### src/rtl/pn_pkg.sv
// Shared types and constants for the PN evaluator token transmitter.
package pn_pkg;

  localparam int TOK_W = 3;
  localparam int RES_W = 64;

  // One buffered token: value plus operator/operand flag.
  typedef struct packed {
    logic [TOK_W-1:0] val;
    logic             is_op;
  } tok_t;

  typedef enum logic [1:0] {
    IDLE,
    SEND,
    WAIT,
    GAPW
  } state_t;

  // Bit positions inside the sticky err vector.
  localparam int ERR_LEN   = 0;
  localparam int ERR_PROTO = 1;
  localparam int ERR_TMO   = 2;

endpackage

### src/rtl/pn_expr_tx_if.sv
// Host and evaluator signals of the token transmitter, grouped as one bundle.
interface pn_expr_tx_if;
  import pn_pkg::*;

  // host token load / send request
  logic             wr_valid;
  logic             wr_ready;
  logic [TOK_W-1:0] wr_in;
  logic             wr_operator;
  logic             start;
  logic             start_mode;
  logic             busy;
  // evaluator burst
  logic             in_valid;
  logic [TOK_W-1:0] in;
  logic             mode;
  logic             operator;
  // evaluator reply and host result
  logic             out_valid;
  logic [RES_W-1:0] out;
  logic             res_valid;
  logic [RES_W-1:0] res_data;
  logic [2:0]       err;

  modport master (
    input  wr_valid, wr_in, wr_operator, start, start_mode, out_valid, out,
    output wr_ready, busy, in_valid, in, mode, operator, res_valid, res_data, err
  );

  modport slave (
    output wr_valid, wr_in, wr_operator, start, start_mode, out_valid, out,
    input  wr_ready, busy, in_valid, in, mode, operator, res_valid, res_data, err
  );

endinterface

### src/rtl/pn_tok_buf.sv
// Token buffer: sequential write pointer (= count), sequential read pointer,
// rewind of the read side and full clear.
module pn_tok_buf
  import pn_pkg::*;
#(
  parameter int DEPTH = 15,
  parameter int CNT_W = $clog2(DEPTH + 1)
) (
  input  logic             clk,
  input  logic             rst,
  input  logic             wr_en,
  input  tok_t             wr_tok,
  input  logic             rd_en,
  input  logic             rewind,
  input  logic             clear,
  output tok_t             rd_tok,
  output logic [CNT_W-1:0] count,
  output logic             full,
  output logic             rd_done
);
  localparam int IDX_W = (DEPTH > 1) ? $clog2(DEPTH) : 1;

  tok_t             mem [DEPTH];
  logic [CNT_W-1:0] rd_ptr;

  assign full    = (count == CNT_W'(DEPTH));
  assign rd_done = (rd_ptr == count);
  assign rd_tok  = (rd_ptr < CNT_W'(DEPTH)) ? mem[rd_ptr[IDX_W-1:0]] : '0;

  // Pointer/count bookkeeping; clear empties the buffer on return to idle.
  always_ff @(posedge clk or posedge rst) begin
    if (rst) begin
      count  <= '0;
      rd_ptr <= '0;
    end else if (clear) begin
      count  <= '0;
      rd_ptr <= '0;
    end else begin
      if (wr_en && !full)
        count <= count + CNT_W'(1);
      if (rewind)
        rd_ptr <= '0;
      else if (rd_en && !rd_done)
        rd_ptr <= rd_ptr + CNT_W'(1);
    end
  end

  // Token storage, written at the current count position.
  always_ff @(posedge clk) begin
    if (wr_en && !full)
      mem[count[IDX_W-1:0]] <= wr_tok;
  end

endmodule

### src/rtl/pn_expr_tx.sv
// PN evaluator transmitter: buffers one expression, bursts it to the
// evaluator, waits for the single-cycle reply and reports it to the host.
module pn_expr_tx
  import pn_pkg::*;
#(
  parameter int DEPTH   = 15,
  parameter int TIMEOUT = 1000,
  parameter int GAP     = 2
) (
  input logic          clk,
  input logic          rst,
  pn_expr_tx_if.master bus
);
  localparam int CNT_W  = $clog2(DEPTH + 1);
  localparam int WCNT_W = $clog2(TIMEOUT + 2);
  localparam int GCNT_W = (GAP > 1) ? $clog2(GAP) : 1;

  state_t            state;
  logic [WCNT_W-1:0] wait_cnt;
  logic [WCNT_W-1:0] wait_nxt;
  logic [GCNT_W-1:0] gap_cnt;
  logic [CNT_W-1:0]  count;
  logic              full;
  logic              rd_done;
  tok_t              rd_tok;
  tok_t              wr_tok;
  logic              wr_ready_w;
  logic              buf_wr;
  logic              buf_rd;
  logic              buf_rewind;
  logic              gap_end;
  logic              start_ok;
  logic              start_bad;
  logic              wait_tmo;

  logic              in_valid_q;
  logic [TOK_W-1:0]  in_q;
  logic              mode_q;
  logic              operator_q;
  logic              res_valid_q;
  logic [RES_W-1:0]  res_data_q;
  logic [2:0]        err_q;
  logic [2:0]        err_nxt;

  assign wr_tok     = {bus.wr_in, bus.wr_operator};
  assign wr_ready_w = (state == IDLE) && !full && !bus.start;
  assign buf_wr     = bus.wr_valid && wr_ready_w;
  assign start_ok   = (state == IDLE) && bus.start && (count != '0) && count[0];
  assign start_bad  = (state == IDLE) && bus.start && !((count != '0) && count[0]);
  // Entry 0 is consumed on the start edge, the rest one per SEND cycle.
  assign buf_rd     = start_ok || ((state == SEND) && !rd_done);
  assign buf_rewind = (state == SEND) && rd_done;
  assign gap_end    = (state == GAPW) && (gap_cnt == GCNT_W'(GAP - 1));
  assign wait_nxt   = wait_cnt + WCNT_W'(1);
  assign wait_tmo   = (state == WAIT) && !bus.out_valid && (wait_nxt > WCNT_W'(TIMEOUT));

  assign bus.wr_ready  = wr_ready_w;
  assign bus.busy      = (state != IDLE);
  assign bus.in_valid  = in_valid_q;
  assign bus.in        = in_q;
  assign bus.mode      = mode_q;
  assign bus.operator  = operator_q;
  assign bus.res_valid = res_valid_q;
  assign bus.res_data  = res_data_q;
  assign bus.err       = err_q;

  pn_tok_buf #(
    .DEPTH (DEPTH),
    .CNT_W (CNT_W)
  ) u_buf (
    .clk     (clk),
    .rst     (rst),
    .wr_en   (buf_wr),
    .wr_tok  (wr_tok),
    .rd_en   (buf_rd),
    .rewind  (buf_rewind),
    .clear   (gap_end),
    .rd_tok  (rd_tok),
    .count   (count),
    .full    (full),
    .rd_done (rd_done)
  );

  // Sticky error flags: cleared by an accepted start, then OR in new events.
  always_comb begin
    err_nxt = start_ok ? 3'b000 : err_q;
    if (start_bad)
      err_nxt[ERR_LEN] = 1'b1;
    if (wait_tmo)
      err_nxt[ERR_TMO] = 1'b1;
    if ((state == GAPW) && bus.out_valid && res_valid_q)
      err_nxt[ERR_PROTO] = 1'b1;
    if (!bus.out_valid && (bus.out != '0))
      err_nxt[ERR_PROTO] = 1'b1;
  end

  // Main sequencer with registered burst/result outputs.
  always_ff @(posedge clk or posedge rst) begin
    if (rst) begin
      state       <= IDLE;
      wait_cnt    <= '0;
      gap_cnt     <= '0;
      in_valid_q  <= 1'b0;
      in_q        <= '0;
      mode_q      <= 1'b0;
      operator_q  <= 1'b0;
      res_valid_q <= 1'b0;
      res_data_q  <= '0;
      err_q       <= '0;
    end else begin
      res_valid_q <= 1'b0;
      err_q       <= err_nxt;
      case (state)
        IDLE: begin
          if (start_ok) begin
            in_valid_q <= 1'b1;
            in_q       <= rd_tok.val;
            operator_q <= rd_tok.is_op;
            mode_q     <= bus.start_mode;
            state      <= SEND;
          end
        end
        SEND: begin
          mode_q <= 1'b0;
          if (rd_done) begin
            in_valid_q <= 1'b0;
            in_q       <= '0;
            operator_q <= 1'b0;
            wait_cnt   <= '0;
            state      <= WAIT;
          end else begin
            in_q       <= rd_tok.val;
            operator_q <= rd_tok.is_op;
          end
        end
        WAIT: begin
          if (bus.out_valid) begin
            res_data_q  <= bus.out;
            res_valid_q <= 1'b1;
            gap_cnt     <= '0;
            state       <= GAPW;
          end else if (wait_tmo) begin
            gap_cnt <= '0;
            state   <= GAPW;
          end else begin
            wait_cnt <= wait_nxt;
          end
        end
        GAPW: begin
          if (gap_end)
            state <= IDLE;
          else
            gap_cnt <= gap_cnt + GCNT_W'(1);
        end
        default: state <= IDLE;
      endcase
    end
  end

endmodule

### src/flat_wrapper.sv
// flat-port wrapper written by rule: the top's interface ports become plain ports
module pn_expr_tx_flat import pn_pkg::*;
#(
  parameter int DEPTH   = 15,
  parameter int TIMEOUT = 1000,
  parameter int GAP     = 2
)
  (clk, rst, bus_wr_valid, bus_wr_in, bus_wr_operator, bus_start, bus_start_mode, bus_out_valid, bus_out, bus_wr_ready, bus_busy, bus_in_valid, bus_in, bus_mode, bus_operator, bus_res_valid, bus_res_data, bus_err);
  pn_expr_tx_if bus_i ();
  input logic clk;
  input logic rst;
  input wire logic [$bits(bus_i.wr_valid)-1:0] bus_wr_valid;
  input wire logic [$bits(bus_i.wr_in)-1:0] bus_wr_in;
  input wire logic [$bits(bus_i.wr_operator)-1:0] bus_wr_operator;
  input wire logic [$bits(bus_i.start)-1:0] bus_start;
  input wire logic [$bits(bus_i.start_mode)-1:0] bus_start_mode;
  input wire logic [$bits(bus_i.out_valid)-1:0] bus_out_valid;
  input wire logic [$bits(bus_i.out)-1:0] bus_out;
  output wire logic [$bits(bus_i.wr_ready)-1:0] bus_wr_ready;
  output wire logic [$bits(bus_i.busy)-1:0] bus_busy;
  output wire logic [$bits(bus_i.in_valid)-1:0] bus_in_valid;
  output wire logic [$bits(bus_i.in)-1:0] bus_in;
  output wire logic [$bits(bus_i.mode)-1:0] bus_mode;
  output wire logic [$bits(bus_i.operator)-1:0] bus_operator;
  output wire logic [$bits(bus_i.res_valid)-1:0] bus_res_valid;
  output wire logic [$bits(bus_i.res_data)-1:0] bus_res_data;
  output wire logic [$bits(bus_i.err)-1:0] bus_err;
  assign bus_i.wr_valid = bus_wr_valid;
  assign bus_i.wr_in = bus_wr_in;
  assign bus_i.wr_operator = bus_wr_operator;
  assign bus_i.start = bus_start;
  assign bus_i.start_mode = bus_start_mode;
  assign bus_i.out_valid = bus_out_valid;
  assign bus_i.out = bus_out;
  assign bus_wr_ready = bus_i.wr_ready;
  assign bus_busy = bus_i.busy;
  assign bus_in_valid = bus_i.in_valid;
  assign bus_in = bus_i.in;
  assign bus_mode = bus_i.mode;
  assign bus_operator = bus_i.operator;
  assign bus_res_valid = bus_i.res_valid;
  assign bus_res_data = bus_i.res_data;
  assign bus_err = bus_i.err;
  pn_expr_tx #(.DEPTH(DEPTH), .TIMEOUT(TIMEOUT), .GAP(GAP)) u_core (.clk(clk), .rst(rst), .bus(bus_i));
endmodule
### config.mk
export PLATFORM = sky130hd
export DESIGN_NAME = pn_expr_tx_flat
export DESIGN_NICKNAME = d
export VERILOG_FILES = /design/src/rtl/pn_pkg.sv /design/src/rtl/pn_expr_tx_if.sv /design/src/rtl/pn_tok_buf.sv /design/src/rtl/pn_expr_tx.sv /design/src/flat_wrapper.sv
export SDC_FILE = /design/constraint.sdc
export NUM_CORES = 1
export LEC_CHECK = 0
export BUFFER_PORTS_ARGS = -buffer_cell sky130_fd_sc_hd__clkbuf_2
export CORE_UTILIZATION = 35
export CTS_BUF_LIST = sky130_fd_sc_hd__clkbuf_2 sky130_fd_sc_hd__clkbuf_4 sky130_fd_sc_hd__clkbuf_8
export DETAILED_ROUTE_END_ITERATION = 8
export GPL_TIMING_DRIVEN = 0
export PLACE_DENSITY_LB_ADDON = 0.25
export RECOVER_POWER = 50
export SETUP_SLACK_MARGIN = 0.15
export SYNTH_ARGS = -nofsm -noshare
export SYNTH_HDL_FRONTEND = slang
export SYNTH_SLANG_ARGS = --single-unit
export TNS_END_PERCENT = 1
### constraint.sdc
create_clock -name clk -period 2.5 [get_ports clk]
set_input_delay 0.25 -clock clk [delete_from_list [all_inputs] [get_ports clk]]
set_output_delay 0.25 -clock clk [all_outputs]
set_load 0.005 [all_outputs]
# After elaboration in Yosys (flattened, before gate mapping)
# Memories as Yosys holds them, arrays and structs flattened.
# Cells that the tools add are included.
[word_totals] ram_bits=60 mem_count=1 out_inout_bits=76 elab_cells=115 regBits=95 in_bits=74
[mem_list] name="u_core.u_buf.mem" depth=15 word_bits=4 rd=1 rd_clocked_by_memory_dff=0 wr=1 line="pn_tok_buf.sv:23" rtl="tok_t mem [DEPTH];"
[op_classes] n_eq_ne=12 muxes=40 order_cmp=2 n_reduce_logical=42 add_sub_neg=4
[ops] cell="64-bit nonzero test" count=1
[ops] cell="10-bit 2-to-1 mux" count=3
[ops] cell="4-bit 2-to-1 mux" count=6
[ops] cell="10-bit one-hot mux with 2 select lines" count=1
[ops] cell="1-bit logical AND" count=18
[ops] cell="1-bit 2-to-1 mux" count=16
[ops] cell="2-bit nonzero test" count=7
[ops] cell="10-bit by 1-bit adder with 10-bit output (second input constant)" count=1
[ops] cell="10-bit > comparator (second input constant)" count=1
[ops] cell="2-bit 2-to-1 mux" count=5
[ops] cell="3-bit 2-to-1 mux" count=3
[ops] cell="4-bit by 1-bit adder with 4-bit output (second input constant)" count=2
[ops] cell="1-bit one-hot mux with 2 select lines" count=4
[ops] cell="2-bit one-hot mux with 4 select lines" count=1
[ops] cell="4-bit AND reduction" count=2
[ops] cell="2-bit by 1-bit != test with 1-bit output (second input constant)" count=3
[ops] cell="2-bit != test (second input constant)" count=3
[ops] cell="3-bit one-hot mux with 2 select lines" count=1
[ops] cell="3-bit AND reduction" count=2
[ops] cell="3-bit nonzero test" count=2
[ops] cell="1-bit zero test" count=5
[ops] cell="2-bit equality test (second input constant)" count=2
[ops] cell="4-bit equality test" count=1
[ops] cell="4-bit equality test (second input constant)" count=1
[ops] cell="other kinds (8)" count=9

# Longest topological paths before layout
[logic_depth] depth_word=9 ltp_mapped=9 depth_no_buf=8

# Hierarchy
# A second synthesis with hierarchy kept.
[unflattened] hier_cells=491 area_unflattened_um2=6847.8
[modules_own_cells] module="pn_expr_tx" n_inst=1 seq_area_each_um2=2177.1 cells_each=310 area_per_inst_um2=3890.0
[modules_own_cells] module="pn_tok_buf" n_inst=1 seq_area_each_um2=2001.9 cells_each=181 area_per_inst_um2=2957.8

# Worst setup path after synthesis
# OpenSTA, ideal clock, no wires.
[synth_path] path_type="flip-flop to flip-flop" from="register u_core.state[0]" to="memory u_core.u_buf.mem[2][0] (netlist name) (enable)" t_arrival_ns=1.962 path_slack_ns=0.177 period_less_slack_ns=2.323 path_buffers=1 stages_incl_launch_ff=9 required_time_ns=2.139 path_cell_list="dfrtp_1 -> inv_1 -> ha_1 -> inv_2 -> a311oi_1 -> and2_1 -> clkbuf_1 -> nand2_1 -> nor3_1"
[synth_between] elab_chain_len=7
[synth_rtl] element="start: declaration" line="pn_expr_tx.sv:18" rtl="state_t state;"
[synth_rtl] element="start signal: assignment" line="pn_expr_tx.sv:100" rtl="state <= IDLE;"
[synth_rtl] element="start signal: assignment" line="pn_expr_tx.sv:120" rtl="state <= SEND;"
[synth_rtl] element="start signal: assignment" line="pn_expr_tx.sv:130" rtl="state <= WAIT;"
[synth_rtl] element="2-bit zero test" line="pn_expr_tx.sv:46" rtl="assign wr_ready_w = (state == IDLE) && !full && !bus.start;"
[synth_rtl] element="1-bit logical AND (2 in a row)" line="pn_expr_tx.sv:46"
[synth_rtl] element="net bus_wr_ready" line="flat_wrapper.sv:19" rtl="output wire logic [$bits(bus_i.wr_ready)-1:0] bus_wr_ready;"
[synth_rtl] element="1-bit logical AND" line="pn_expr_tx.sv:47" rtl="assign buf_wr = bus.wr_valid && wr_ready_w;"
[synth_rtl] element="1-bit logical AND" line="pn_tok_buf.sv:50" rtl="if (wr_en && !full)"
[synth_rtl] element="1-bit 2-to-1 mux" line="pn_tok_buf.sv:50"
[synth_rtl] element="1-bit 2-to-1 mux (not written as such)" line="pn_tok_buf.sv:51" rtl="mem[count[IDX_W-1:0]] <= wr_tok;"
[synth_rtl] element="end: declaration" line="pn_tok_buf.sv:23"
# The timed path passes the listed nets, and every way through them passes these cells.

# Worst setup path after layout
[layout_path] from="register u_core.state[0]" to="memory u_core.u_buf.mem[3][3] (netlist name) (enable)"
[layout_between] elab_chain_len=7
[layout_rtl] element="2-bit zero test" line="pn_expr_tx.sv:46"
[layout_rtl] element="1-bit logical AND (2 in a row)" line="pn_expr_tx.sv:46"
[layout_rtl] element="1-bit logical AND" line="pn_expr_tx.sv:47"
[layout_rtl] element="1-bit logical AND" line="pn_tok_buf.sv:50"
[layout_rtl] element="1-bit 2-to-1 mux" line="pn_tok_buf.sv:50"
[layout_rtl] element="1-bit 2-to-1 mux (not written as such)" line="pn_tok_buf.sv:51"
# No other way between the ends.

==> impl_metrics.tcl <==
set metrics [dict create \
    status "finished clean" \
    antenna_found_initial 0 \
    grtUsageTotal_pct 16.9 \
    yosysSeqAreaShare_pct 61.0 \
    async_reset_ff_share_pct 61.3 \
    nets 781 \
    fmaxAchievable_mhz 427 \
    worst-slew-pin-transition_ns 1.27 \
    fin_crit_sh_pct 93.7 \
    skew_ns 0.0188 \
    cpLargestDelayFamily "simple AND/OR/NAND/NOR gates" \
    clockRootBuffer "clkbuf_8" \
    num_rows 50 \
    vias 4782 \
    rsz0062_at_grt "yes" \
    irDropWorstVdd_mv 0.638 \
    globalplace.congestion 0.839 \
    ys_seq_elements 155 \
    cts_tree "done" \
    dp_cells 899 \
    grt_pass1_vias 4876 \
    ios 150 \
    slowest_stage "dfrtp_1" \
    worst-setup-path-type "register to register" \
    avgRoutedWirePerCell_um 17.1 \
    cts_inserted_buffers 17 \
    overflow 0 \
    cp_num_buf_inv 3 \
    cp.required_ns 2.65 \
    die_x_um 142 \
    drtIter0Drc 230 \
    dieArea_um2 20100 \
    grt_pass1_wl_mm 26.0 \
    worstSetupEndpointType "register" \
    drv_slew 0 \
    viasPerCell 4.94 \
    clk_pin_slew_ns 0.11 \
    ys_types 54 \
    ys_warn_count 0 \
    hold_violations 0 \
    syn-num-nets 575 \
    layout_min_cycle_time_ns 2.34 \
    htree_levels 4 \
    avgSynthCellArea_um2 14.0 \
    clock-sinks 155 \
    dp_hpwl_mm 12.3 \
    core_region_area_um2 19000 \
    path_cells "inv_1, ha_1, inv_2, a311oi_2, and2_1, clkbuf_4, nand2_2, nor3_4" \
    nFillCells 1722 \
    critPathMaxStageDelay_ns 0.44 \
    powerDensity_nw_per_um2 972 \
    syn2layout_area_growth_pct 28.3 \
    layout.cells.non_filler 968 \
    place_ws_ns -0.406 \
    maxCapViolCount 0 \
    max-slew-margin-rel_pct 14.9 \
    setup_slack_ns 0.156 \
    numPortBuffers 148 \
    netlist_area_um2 6850 \
    worstPathArrival_ns 2.49 \
    drt_pass1_iterations 4 \
    p_leak_nw 3.47 \
    start_util_pct 36.1 \
    cp_max_fo 8 \
    ys.flop_type "dfrtp_1" \
    setup_viol 0 \
    dieHeight_um 142 \
    drive_gt1_share_pct 27.0 \
    grt_max_degree 40 \
    clk-insertion-delay-late_ns 0.46 \
    drc_errors 0 \
    antenna_cells 0 \
    utilization_pct 46.3 \
    hold_path.class "primary input to register" \
    synthCells 489 \
    drt_wl_total_mm 16.6 \
    startpoint_type "register" \
    cts_buffer_depth 2 \
    antenna_left 0 \
    synth_edf_count 60 \
]
==> routing by layer <==
layer	share of wire (%)	GRT usage (%)	vias to the layer above
li1	-	-	2248
met1	43	21.1	2419
met2	52	29.0	95
met3	2.9	3.00	20
met4	1.8	6.34	0
met5	0	0	-
==> cell type report <==
cell class              instances  area (um2)  share of cell area (%)
plain buffers                  28         146                    1.67
repair buffers                187        1050                    12.0
flip-flops and latches        155        4180                    47.6
clock buffers                  17         234                    2.66
inverters                      11        42.5                   0.484
multi-input cells             295        2620                    29.8
clock inverters                15         183                    2.08
well taps                     260         325                    3.70
==> synthesized netlist by cell type, types with 2 or more instances <==
cell type | n | area share, %
dfrtp_1 | 95 | 35
mux2_1 | 61 | 10
edfxtp_1 | 60 | 26
nand2_1 | 27 | 1.5
nor2_1 | 27 | 1.5
nor4_1 | 17 | 1.6
mux4_2 | 16 | 5.3
clkbuf_1 | 14 | 0.77
ha_1 | 12 | 2.2
mux2i_1 | 11 | 1.6
nand4_1 | 10 | 0.91
o21ai_1 | 10 | 0.73
a21oi_1 | 9 | 0.66
buf_2 | 9 | 0.66
nand3_1 | 9 | 0.66
o21ai_0 | 9 | 0.66
inv_1 | 8 | 0.44
a22o_1 | 6 | 0.77
and2_1 | 6 | 0.55
and3_1 | 6 | 0.55
a31oi_1 | 5 | 0.46
xnor2_1 | 5 | 0.64
a221o_1 | 4 | 0.58
mux2_2 | 4 | 0.66
nor2b_1 | 4 | 0.37
nor3_1 | 4 | 0.29
a22oi_1 | 3 | 0.33
inv_2 | 3 | 0.16
nand2b_1 | 3 | 0.27
nor3b_1 | 3 | 0.33
a21o_1 | 2 | 0.22
and4_1 | 2 | 0.26
buf_4 | 2 | 0.22
buf_6 | 2 | 0.33
xor2_1 | 2 | 0.26
==> flip-flops by register name, summed over array words and instances, names as in the netlist, 2 cells and up <==
signal               cells
u_core.state             2
u_core.bus.err           3
u_core.u_buf.rd_ptr      4
u_core.bus.res_data     64
u_core.u_buf.mem        60
u_core.wait_cnt         10
u_core.bus.in            3
u_core.u_buf.count       4
==> power by group <==
part	total (mW)	switching (mW)	internal, mW
Sequential	3.69	0.374	3.32
Combinational	2.92	1.56	1.36
Clock	1.93	1.15	0.777
==> metrics by stage <==
stage	hold WS, ns	area (um2)	power [mW]	TNS (ns)
2_1_floorplan	0.349	6850	5.42	0
6_report	0.0343	8790	8.54	0
3_5_place_dp	0.360	7960	6.71	-12.63
4_1_cts	0.0000630	8830	8.75	0
3_3_place_gp	0.467	7920	6.58	-8.05
5_1_grt	0.0126	8790	9.05	0
==> kinds of logic (layout without fill, tap and decap cells) <==
family                   Yosys count  in the layout  share of synthesized area [%]
adder cells (fa/ha/maj)           12             12                           2.19
AND/OR/NAND/NOR                  123            123                           9.30
XOR/XNOR                           7              7                          0.896
buffers and inverters             39            258                           2.63
multiplexers                      92             92                           17.6
AO/OA/AOI/OAI                     61             61                           6.36
flip-flops                       155            155                           61.0
==> path summary, 6_finish.rpt <==
check,to,start,slack [ns],depth (start not counted)
setup / recovery,u_core.u_buf.mem[3][3]$_DFFE_PP_,u_core.state[0]$_DFFE_PP0P_,0.16,8
hold / removal,u_core.bus.res_data[30]$_DFFE_PP0P_,bus_out[30],0.03,2
setup reg to reg,u_core.u_buf.mem[3][3]$_DFFE_PP_,u_core.state[0]$_DFFE_PP0P_,0.16,8
hold reg to reg,u_core.bus.res_data[14]$_DFFE_PP0P_,u_core.bus.res_data[14]$_DFFE_PP0P_,0.49,1
max in group asynchronous,u_core.wait_cnt[0]$_DFFE_PP0P_,rst,0.42,5
min in group asynchronous,u_core.bus.res_data[50]$_DFFE_PP0P_,rst,0.57,3
==> placed cells by master, fill, tap and decap left out, drive strengths merged, types with 2 or more instances in the layout <==
cell         instances
nor4                17
and4                 2
buf                 20
a22oi                3
dlygate4sd3         34
a21oi                9
inv                 18
o21ai               19
nor3                 5
a221o                4
nand4               10
a22o                 6
dfrtp               95
nand2b               3
mux4                16
and3                 6
mux2                65
clkinvlp             2
edfxtp              60
a32oi                2
nor2                27
ha                  12
clkinv               6
clkbuf             178
nand3                9
xnor2                5
mux2i               11
nor2b                4
nand2               27
and2                 6
nor3b                3
a21o                 2
a31oi                5
xor2                 2
==> worst register-to-register path, cell delays in order, from the launching register on <==
cell and delay, ns:
dfrtp_1 0.44, inv_1 0.13, ha_1 0.26, inv_2 0.13
a311oi_2 0.28, and2_1 0.17, clkbuf_4 0.19, nand2_2 0.14
nor3_4 0.30
==> timing repair <==
item / in CTS / in global routing
hold endpoints to repair: 61 / 0
hold buffers: 34 / 0
gates resized for setup: 29 / 10
endpoints found under the setup margin: 71 / 77
pin swaps: 0 / 2
setup buffers: 1 / 2
(Power assumes the default switching activity.)
